$ cat config.mk
export PLATFORM = sky130hd
export DESIGN_NAME = poly_series_datapath
export DESIGN_NICKNAME = d
export VERILOG_FILES = /design/src/rtl/poly_series_datapath.sv
export SDC_FILE = /design/constraint.sdc
export NUM_CORES = 2
export LEC_CHECK = 0
export CAP_MARGIN = 40
export CORE_MARGIN = 2
export CORE_UTILIZATION = 35
export CTS_CLUSTER_SIZE = 28
export DETAILED_ROUTE_END_ITERATION = 10
export PLACE_DENSITY = 0.56
export SYNTH_ARGS = -nofsm -noshare
export SYNTH_HDL_FRONTEND = slang
export SYNTH_SLANG_ARGS = --single-unit
$ cat constraint.sdc
create_clock -name clk -period 19.3 [get_ports clk]
set_input_delay 3.86 -clock clk [delete_from_list [all_inputs] [get_ports clk]]
set_output_delay 3.86 -clock clk [all_outputs]
set_load 0.02 [all_outputs]
$ cat src/rtl/poly_series_datapath.sv
// Iterative evaluator of y = sum_{k=0}^{TERMS-1} (k+1)*x^k, one term per clock.
// Ports: clk, rst (sync, active-high), regRst/regWrite strobes in, x_in operand,
// cntDone flag out, result (latched, saturating) out.
module poly_series_datapath #(
    parameter int WIDTH     = 16,
    parameter int ACC_WIDTH = 32,
    parameter int TERMS     = 5
) (
    input  logic                 clk,
    input  logic                 rst,
    input  logic                 regRst,
    input  logic                 regWrite,
    input  logic [WIDTH-1:0]     x_in,
    output logic                 cntDone,
    output logic [ACC_WIDTH-1:0] result
);

    localparam logic [ACC_WIDTH-1:0] MAXV    = '1;
    localparam logic [7:0]           TERMS_C = 8'(TERMS);
    localparam logic [7:0]           LAST_C  = 8'(TERMS - 1);

    logic [WIDTH-1:0]     x_q,   x_d;
    logic [ACC_WIDTH-1:0] pow_q, pow_d;
    logic [ACC_WIDTH-1:0] acc_q, acc_d;
    logic [7:0]           cnt_q, cnt_d;
    logic [ACC_WIDTH-1:0] res_q, res_d;

    // Full-precision intermediates; clamp only after the exact value exists.
    logic [8:0]               cnt1;
    logic [ACC_WIDTH+8:0]     term_full;
    logic [ACC_WIDTH-1:0]     term_sat;
    logic [ACC_WIDTH+WIDTH-1:0] pow_full;
    logic [ACC_WIDTH-1:0]     pow_sat;
    logic [ACC_WIDTH:0]       sum_full;
    logic [ACC_WIDTH-1:0]     acc_sat;

    always_comb begin
        cnt1      = {1'b0, cnt_q} + 9'd1;
        term_full = {{ACC_WIDTH{1'b0}}, cnt1} * {9'd0, pow_q};
        term_sat  = (|term_full[ACC_WIDTH+8:ACC_WIDTH])
                    ? MAXV : term_full[ACC_WIDTH-1:0];
        pow_full  = {{WIDTH{1'b0}}, pow_q} * {{ACC_WIDTH{1'b0}}, x_q};
        pow_sat   = (|pow_full[ACC_WIDTH+WIDTH-1:ACC_WIDTH])
                    ? MAXV : pow_full[ACC_WIDTH-1:0];
        sum_full  = {1'b0, acc_q} + {1'b0, term_sat};
        acc_sat   = sum_full[ACC_WIDTH] ? MAXV : sum_full[ACC_WIDTH-1:0];
    end

    always_comb begin
        x_d   = x_q;
        pow_d = pow_q;
        acc_d = acc_q;
        cnt_d = cnt_q;
        res_d = res_q;
        if (regRst) begin
            x_d   = x_in;
            pow_d = {{(ACC_WIDTH-1){1'b0}}, 1'b1};
            acc_d = '0;
            cnt_d = '0;
        end else if (regWrite) begin
            if (cnt_q < TERMS_C) begin
                acc_d = acc_sat;
                pow_d = pow_sat;
                cnt_d = cnt_q + 8'd1;
            end else begin
                // Iteration complete: publish; repeated writes re-latch.
                res_d = acc_q;
            end
        end
    end

    always_ff @(posedge clk) begin
        if (rst) begin
            x_q   <= '0;
            pow_q <= '0;
            acc_q <= '0;
            cnt_q <= '0;
            res_q <= '0;
        end else begin
            x_q   <= x_d;
            pow_q <= pow_d;
            acc_q <= acc_d;
            cnt_q <= cnt_d;
            res_q <= res_d;
        end
    end

    assign cntDone = (cnt_q == LAST_C);
    assign result  = res_q;

endmodule
==> After elaboration in Yosys (flattened, before gate mapping) <==
Cells that the tools add are included.
{ "totals": {"reg_bits": 120, "latchBits": 0, "ram_bits": 0, "romBits": 0, "in_bits": 20, "wordCells": 29, "memories": 0} }
{ "op_classes": {"n_addsub": 3, "mul": 2, "n_div": 0, "magnitude_cmp": 1, "n_eq_ne": 1, "shift": 0, "muxes": 6, "n_bitwise": 2, "reduce_logical": 8} }
{ "ops": {"columns": ["operator", "n"], "rows": [
  ["32-bit 2-to-1 mux", 3],
  ["32-bit by 16-bit multiplier with 48-bit output", 1],
  ["9-bit by 32-bit multiplier with 41-bit output", 1],
  ["32-bit by 32-bit adder with 33-bit output", 1],
  ["16-bit OR reduction", 1],
  ["8-bit by 1-bit adder with 9-bit output, second input constant", 1],
  ["9-bit OR reduction", 1],
  ["8-bit by 1-bit adder with 8-bit output, second input constant", 1],
  ["8-bit by 3-bit == test with 1-bit output, second input constant", 1],
  ["8-bit by 3-bit < comparator with 1-bit output, second input constant", 1],
  ["2-bit AND reduction", 2],
  ["2-bit nonzero test", 2],
  ["1-bit 2-to-1 mux", 3],
  ["3-bit AND reduction", 1],
  ["1-bit inverter", 2],
  ["2-bit OR reduction", 1]
]} }

==> Depth between registers and ports, before layout <==
{ "logic_depth": {"ltp_word": 6, "ltp_mapped": 43, "mapped_depth_nobuf": 38} }

==> Worst setup path after synthesis <==
No wires, ideal clock.
{ "synth_path": {"path_type": "register -> register", "start": "reg cnt_q[0]", "end": "reg acc_q[1]", "setup_time_ns": 0.095, "t_arrival_ns": 8.996, "slack_ns": 10.209, "path_stages_with_launch": 40, "period_less_slack_ns": 9.091, "cell_sequence": "dfxtp_1 -> inv_1 -> clkbuf_1 -> ha_1 -> clkbuf_1 -> nand2_1 -> fa_1 -> inv_1 -> fa_1 -> fa_1 -> inv_1 -> fa_1 -> inv_1 -> ha_1 -> clkbuf_1 -> a21o_1 -> a21o_1 -> a21oi_1 -> [... 4 more ...] -> o2111a_1 -> and4b_1 -> buf_4 -> o21ai_0 -> ha_1 -> inv_1 -> fa_1 -> nor2b_1 -> o31a_1 -> o41ai_2 -> o41ai_2 -> a311oi_1 -> o41a_1 -> o21ai_1 -> a31o_1 -> a211oi_2 -> buf_2 -> a221oi_1"} }
{ "synth_via": {"elab_chain_len": 6} }
{ "synth_rtl": {"columns": ["element", "line_no", "text"], "rows": [
  ["from (decl)", "25", "logic [7:0] cnt_q, cnt_d;"],
  ["from (signal assigned)", "83", "cnt_q <= cnt_d;"],
  ["8-bit by 1-bit adder with 9-bit output (*)", "38", "cnt1 = {1'b0, cnt_q} + 9'd1;"],
  ["via cnt1[0]", "29", "logic [8:0] cnt1;"],
  ["9-bit by 32-bit multiplier with 41-bit output (*)", "39", "term_full = {{ACC_WIDTH{1'b0}}, cnt1} * {9'd0, pow_q};"],
  ["9-bit OR reduction", "40", "term_sat = (|term_full[ACC_WIDTH+8:ACC_WIDTH])"],
  ["32-bit 2-to-1 mux (*)", "41", "? MAXV : term_full[ACC_WIDTH-1:0];"],
  ["32-bit by 32-bit adder with 33-bit output (*)", "45", "sum_full = {1'b0, acc_q} + {1'b0, term_sat};"],
  ["32-bit 2-to-1 mux (*)", "46", "acc_sat = sum_full[ACC_WIDTH] ? MAXV : sum_full[ACC_WIDTH-1:0];"],
  ["to (signal assigned)", "76", "acc_q <= '0;"],
  ["to (signal assigned)", "82", "acc_q <= acc_d;"],
  ["to (decl)", "24", "logic [ACC_WIDTH-1:0] acc_q, acc_d;"]
]} }
The timed path passes the listed nets; every way through them passes the cells marked *.
A chain may end at the register's enable or synchronous reset.

==> Final worst setup path <==
{ "layout_path": {"start": "reg cnt_q[0]", "end": "reg acc_q[24]"} }
Same word-level chain as after synthesis.

==> impl_metrics.yaml <==
sta:
  report.final.setup_viol: 0
  rsz0062_at_grt: "false"
  worst_slew_pin_slew_ns: 0.942
  finalCriticalPeriod_ns: 10.79
  worst_clock_skew_ns: 0.0153
  setup_tns_ns: 0
  relSlewSlack_pct: 37.2
  fmax_mhz: 92.7
  share_of_the_cycle_needed_by_the_critical_path_after_routing_pct: 55.9
  hold_violation_count_in_the_final_report: 0
  post-route-worst-setup-slack_ns: 8.51
  report.final.slew_viol_count: 0
grt:
  initial_antenna_violation_count: 1
  vias_in_the_first_global_route: 26299
  grt_start_max_net_pins: 67
  global_route.overflow_total: 0
  groute.usage.overall_pct: 19.5
  wire_length_of_the_first_global_routing_pass_um: 144000
floorplanning:
  ios: 53
  area_of_the_placeable_core_sq_mm: 0.0897
  initial_core_util_pct: 35.3
  floorplan.rows: 110
  floorplan.die_area_sq_mm: 0.0928
  die-width_um: 305
  die_h_um: 305
yosys:
  ys_types: 85
  netlist.top_cell.by_area: "sky130_fd_sc_hd__fa_1"
  synth_area_per_inst_sq_um: 8.48
  synth-edff-count: 0
  post_synthesis_instance_area_sq_mm: 0.0316
  post-synth-top-area-fraction_pct: 39.9
  ys_top_cells_by_area: "sky130_fd_sc_hd__fa_1, sky130_fd_sc_hd__ha_1, sky130_fd_sc_hd__inv_1"
  synth_top_flop_cell: "sky130_fd_sc_hd__dfxtp_1"
  yosys_warnings: 0
  synth.net_count: 4600
  synth-async-reset-ratio_pct: 0
  synth_sequential_area_ratio_pct: 7.59
  synth_cells: 3732
  synth_seq_cells: 120
clocking:
  ctsHoldBuffers: 0
  clk_transition_reported_paths_ns: 0.07
  cts_repair_resize_count: 0
  tritoncts: "yes"
  cts.path.max_buffers: 2
  cts_buffers: 17
  numClockSinks: 120
  cts_root_buf: "sky130_fd_sc_hd__clkbuf_16"
  post_cts.repair.setup_buffers: 0
  cts.htree.levels: 4
  clk_latency_ns: 0.48
power_and_ir_drop:
  power.share.combinational_pct: 45.2
  power.share.clock_pct: 29.1
  ir_drop_mv: 0.0652
  power.leakage_nw: 15.1
  power_report.internal_total_mw: 0.604
  p_per_area_mw_per_mm2: 32.0
  switchingPower_mw: 0.484
  netSwitchingFraction_pct: 44.5
  power.sequential.fraction_pct: 25.7
route:
  per_cell_routed_wire_length_um: 17.9
  drt_first_iter_violations: 1318
  drt-total-wl_um: 86400
  drt_pre_antenna_iters: 5
  drc: 0
  dr_total_vias: 24441
  viasPerCell: 5.06
  drt.antenna.violating_nets: 0
setup_path:
  r2r-start: "cnt_q[0]$_SDFFE_PP0P_"
  cp_max_fo: 33
  ws_path_type: "flip-flop to flip-flop"
  regToRegSetupSlack_ns: 8.51
  cp.required_ns: 19.65
  timing.critical_path.arrival_ns: 11.13
  startpoint_type: "flip-flop"
  worst_r2r_endpoint: "acc_q[24]$_SDFFE_PP0P_"
  critical_path_cell_with_the_highest_stage_delay: "sky130_fd_sc_hd__fa_1"
  cell_count_of_the_worst_reg_to_reg_path: 37
  cpPeakStageDelay_ns: 0.54
  critPathCaptureType: "flip-flop"
placement:
  globalplace.congestion: 0.908
  place_ws_ns: 8.53
  detailedPlacementHpwl_um: 65500
  io_buffer_count: 52
job:
  max-cap-violations: 0
finish:
  finalNetCount: 4513
  area_growth_syn_to_layout_pct: 7.49
  post_route_cells_drive_above_1_share_pct: 4.37
hold_path:
  hold_crit_start: "result[8]$_SDFFE_PP0P_"
  hold_path.class: "flip-flop to flip-flop"
  timing.hold.worst_endpoint: "result[8]$_SDFFE_PP0P_"
  worst_hold_path.num_cells: 2
status:
  status: "finished, final reports clean"
==> routing by layer <==
metal	vias to the layer above	part of all wire (%)	global-route usage, %
met2	646	46	31.6
met3	112	6.7	3.86
met4	0	2.4	5.30
met1	12340	45	26.5
li1	11343	-	-
met5	-	0	0
==> power by group through the flow <==
stage	Combinational [mW]	Sequential, mW	Clock (mW)
floorplan	0.351	0.271	0
global placement	0.478	0.288	0
detailed placement	0.485	0.285	0
CTS	0.493	0.279	0.325
global route	0.554	0.281	0.335
finish	0.492	0.279	0.317
==> cells in the mapped netlist (39+ instances only) <==
library cell and count:
sky130_fd_sc_hd__a21o_1 39, sky130_fd_sc_hd__a21oi_1 180, sky130_fd_sc_hd__and2_1 323, sky130_fd_sc_hd__clkbuf_1 196, sky130_fd_sc_hd__dfxtp_1 120, sky130_fd_sc_hd__fa_1 630, sky130_fd_sc_hd__ha_1 218, sky130_fd_sc_hd__inv_1 650
sky130_fd_sc_hd__nand2_1 565, sky130_fd_sc_hd__nor2_1 107, sky130_fd_sc_hd__nor2b_1 94, sky130_fd_sc_hd__o21ai_0 116, sky130_fd_sc_hd__xnor2_1 51, sky130_fd_sc_hd__xor2_1 47
==> flip-flops by register name, summed over array words and instances, names as in the netlist <==
register / count
result: 32
pow_q: 32
acc_q: 32
cnt_q: 8
x_q: 16
==> through the flow <==
stage / std cells / util [%] / hold WS [ns] / instance area (sq um) / total power, mW
2_1_floorplan: 3732 / - / 0.446 / 31600 / 0.622
4_1_cts: 4834 / 37.9 / 0.456 / 34000 / 1.10
3_3_place_gp: 4791 / 37.0 / 0.444 / 33200 / 0.767
5_1_grt: 4834 / 37.9 / 0.471 / 34000 / 1.17
6_report: 4835 / 37.9 / 0.451 / 34000 / 1.09
3_5_place_dp: 4802 / 37.3 / 0.447 / 33400 / 0.770
==> final cells by class <==
type,count,area (sq um)
fill,9270,55700
multi-input combinational,2744,26000
inverter,650,2440
sequential,120,2410
tap,1176,1470
timing repair buffer,112,1110
clock buffer,19,443
clock inverter,13,111
antenna,1,2.50
==> critical path: cells and delay by family (launching register included) <==
kind,cells,cell delay (ns)
AO/OA/AOI/OAI,15,4.27
XOR/XNOR,1,0.24
adder cells (fa/ha/maj),8,3.06
buffers and inverters,8,1.52
flip-flops,1,0.49
AND/OR/NAND/NOR,5,1.07
==> cell families (layout without fill, tap and decap cells) <==
logic type               after synthesis  in the layout  synth area share, %
AND/OR/NAND/NOR                     1263           1263                 19.6
buffers and inverters                868            794                 10.5
adder cells (fa/ha/maj)              848            848                 48.5
AO/OA/AOI/OAI                        514            514                 10.4
flip-flops                           120            120                 7.59
XOR/XNOR                              98             98                 2.71
multiplexers                          21             21                0.664
other                                  0              1                    0
==> how the worst max path moves through the flow <==
stage / to / start / slack [ns] / depth (start not counted)
2_1_floorplan: acc_q[1]$_SDFFE_PP0P_ / cnt_q[0]$_SDFFE_PP0P_ / 10.21 / 39
3_3_place_gp: acc_q[29]$_SDFFE_PP0P_ / cnt_q[0]$_SDFFE_PP0P_ / 7.90 / 36
3_5_place_dp: acc_q[12]$_SDFFE_PP0P_ / cnt_q[0]$_SDFFE_PP0P_ / 8.53 / 37
4_1_cts: acc_q[12]$_SDFFE_PP0P_ / cnt_q[0]$_SDFFE_PP0P_ / 8.49 / 37
5_1_grt: acc_q[20]$_SDFFE_PP0P_ / cnt_q[0]$_SDFFE_PP0P_ / 7.73 / 37
6_report: acc_q[24]$_SDFFE_PP0P_ / cnt_q[0]$_SDFFE_PP0P_ / 8.51 / 37
==> cells in the final DEF, fill, tap and decap left out, types with 5 or more instances in the layout <==
cell type,count
sky130_fd_sc_hd__o21ai_1,10
sky130_fd_sc_hd__nor4_1,9
sky130_fd_sc_hd__mux2i_1,21
sky130_fd_sc_hd__xnor2_1,47
sky130_fd_sc_hd__o21ai_0,116
sky130_fd_sc_hd__nor2b_1,94
sky130_fd_sc_hd__a221oi_1,5
sky130_fd_sc_hd__o22ai_1,6
sky130_fd_sc_hd__buf_4,50
sky130_fd_sc_hd__nor3_1,32
sky130_fd_sc_hd__nand4_1,26
sky130_fd_sc_hd__o21bai_1,16
sky130_fd_sc_hd__or4_1,5
sky130_fd_sc_hd__buf_16,5
sky130_fd_sc_hd__dfxtp_1,110
sky130_fd_sc_hd__clkbuf_16,17
sky130_fd_sc_hd__dfxtp_2,10
sky130_fd_sc_hd__and2_1,322
sky130_fd_sc_hd__or2_2,6
sky130_fd_sc_hd__fa_1,630
sky130_fd_sc_hd__xor2_1,45
sky130_fd_sc_hd__inv_1,650
sky130_fd_sc_hd__o31ai_1,10
sky130_fd_sc_hd__or3_1,8
sky130_fd_sc_hd__a211o_1,7
sky130_fd_sc_hd__nand2b_1,26
sky130_fd_sc_hd__a211oi_1,15
sky130_fd_sc_hd__clkdlybuf4s50_1,50
sky130_fd_sc_hd__ha_1,218
sky130_fd_sc_hd__o21a_1,16
sky130_fd_sc_hd__a31oi_2,20
sky130_fd_sc_hd__o211ai_1,11
sky130_fd_sc_hd__nand2_1,565
sky130_fd_sc_hd__nor2_1,106
sky130_fd_sc_hd__a21oi_1,180
sky130_fd_sc_hd__a31oi_1,15
sky130_fd_sc_hd__nand3_1,32
sky130_fd_sc_hd__and3_1,11
sky130_fd_sc_hd__a21o_1,39
(Power assumes the default switching activity.)
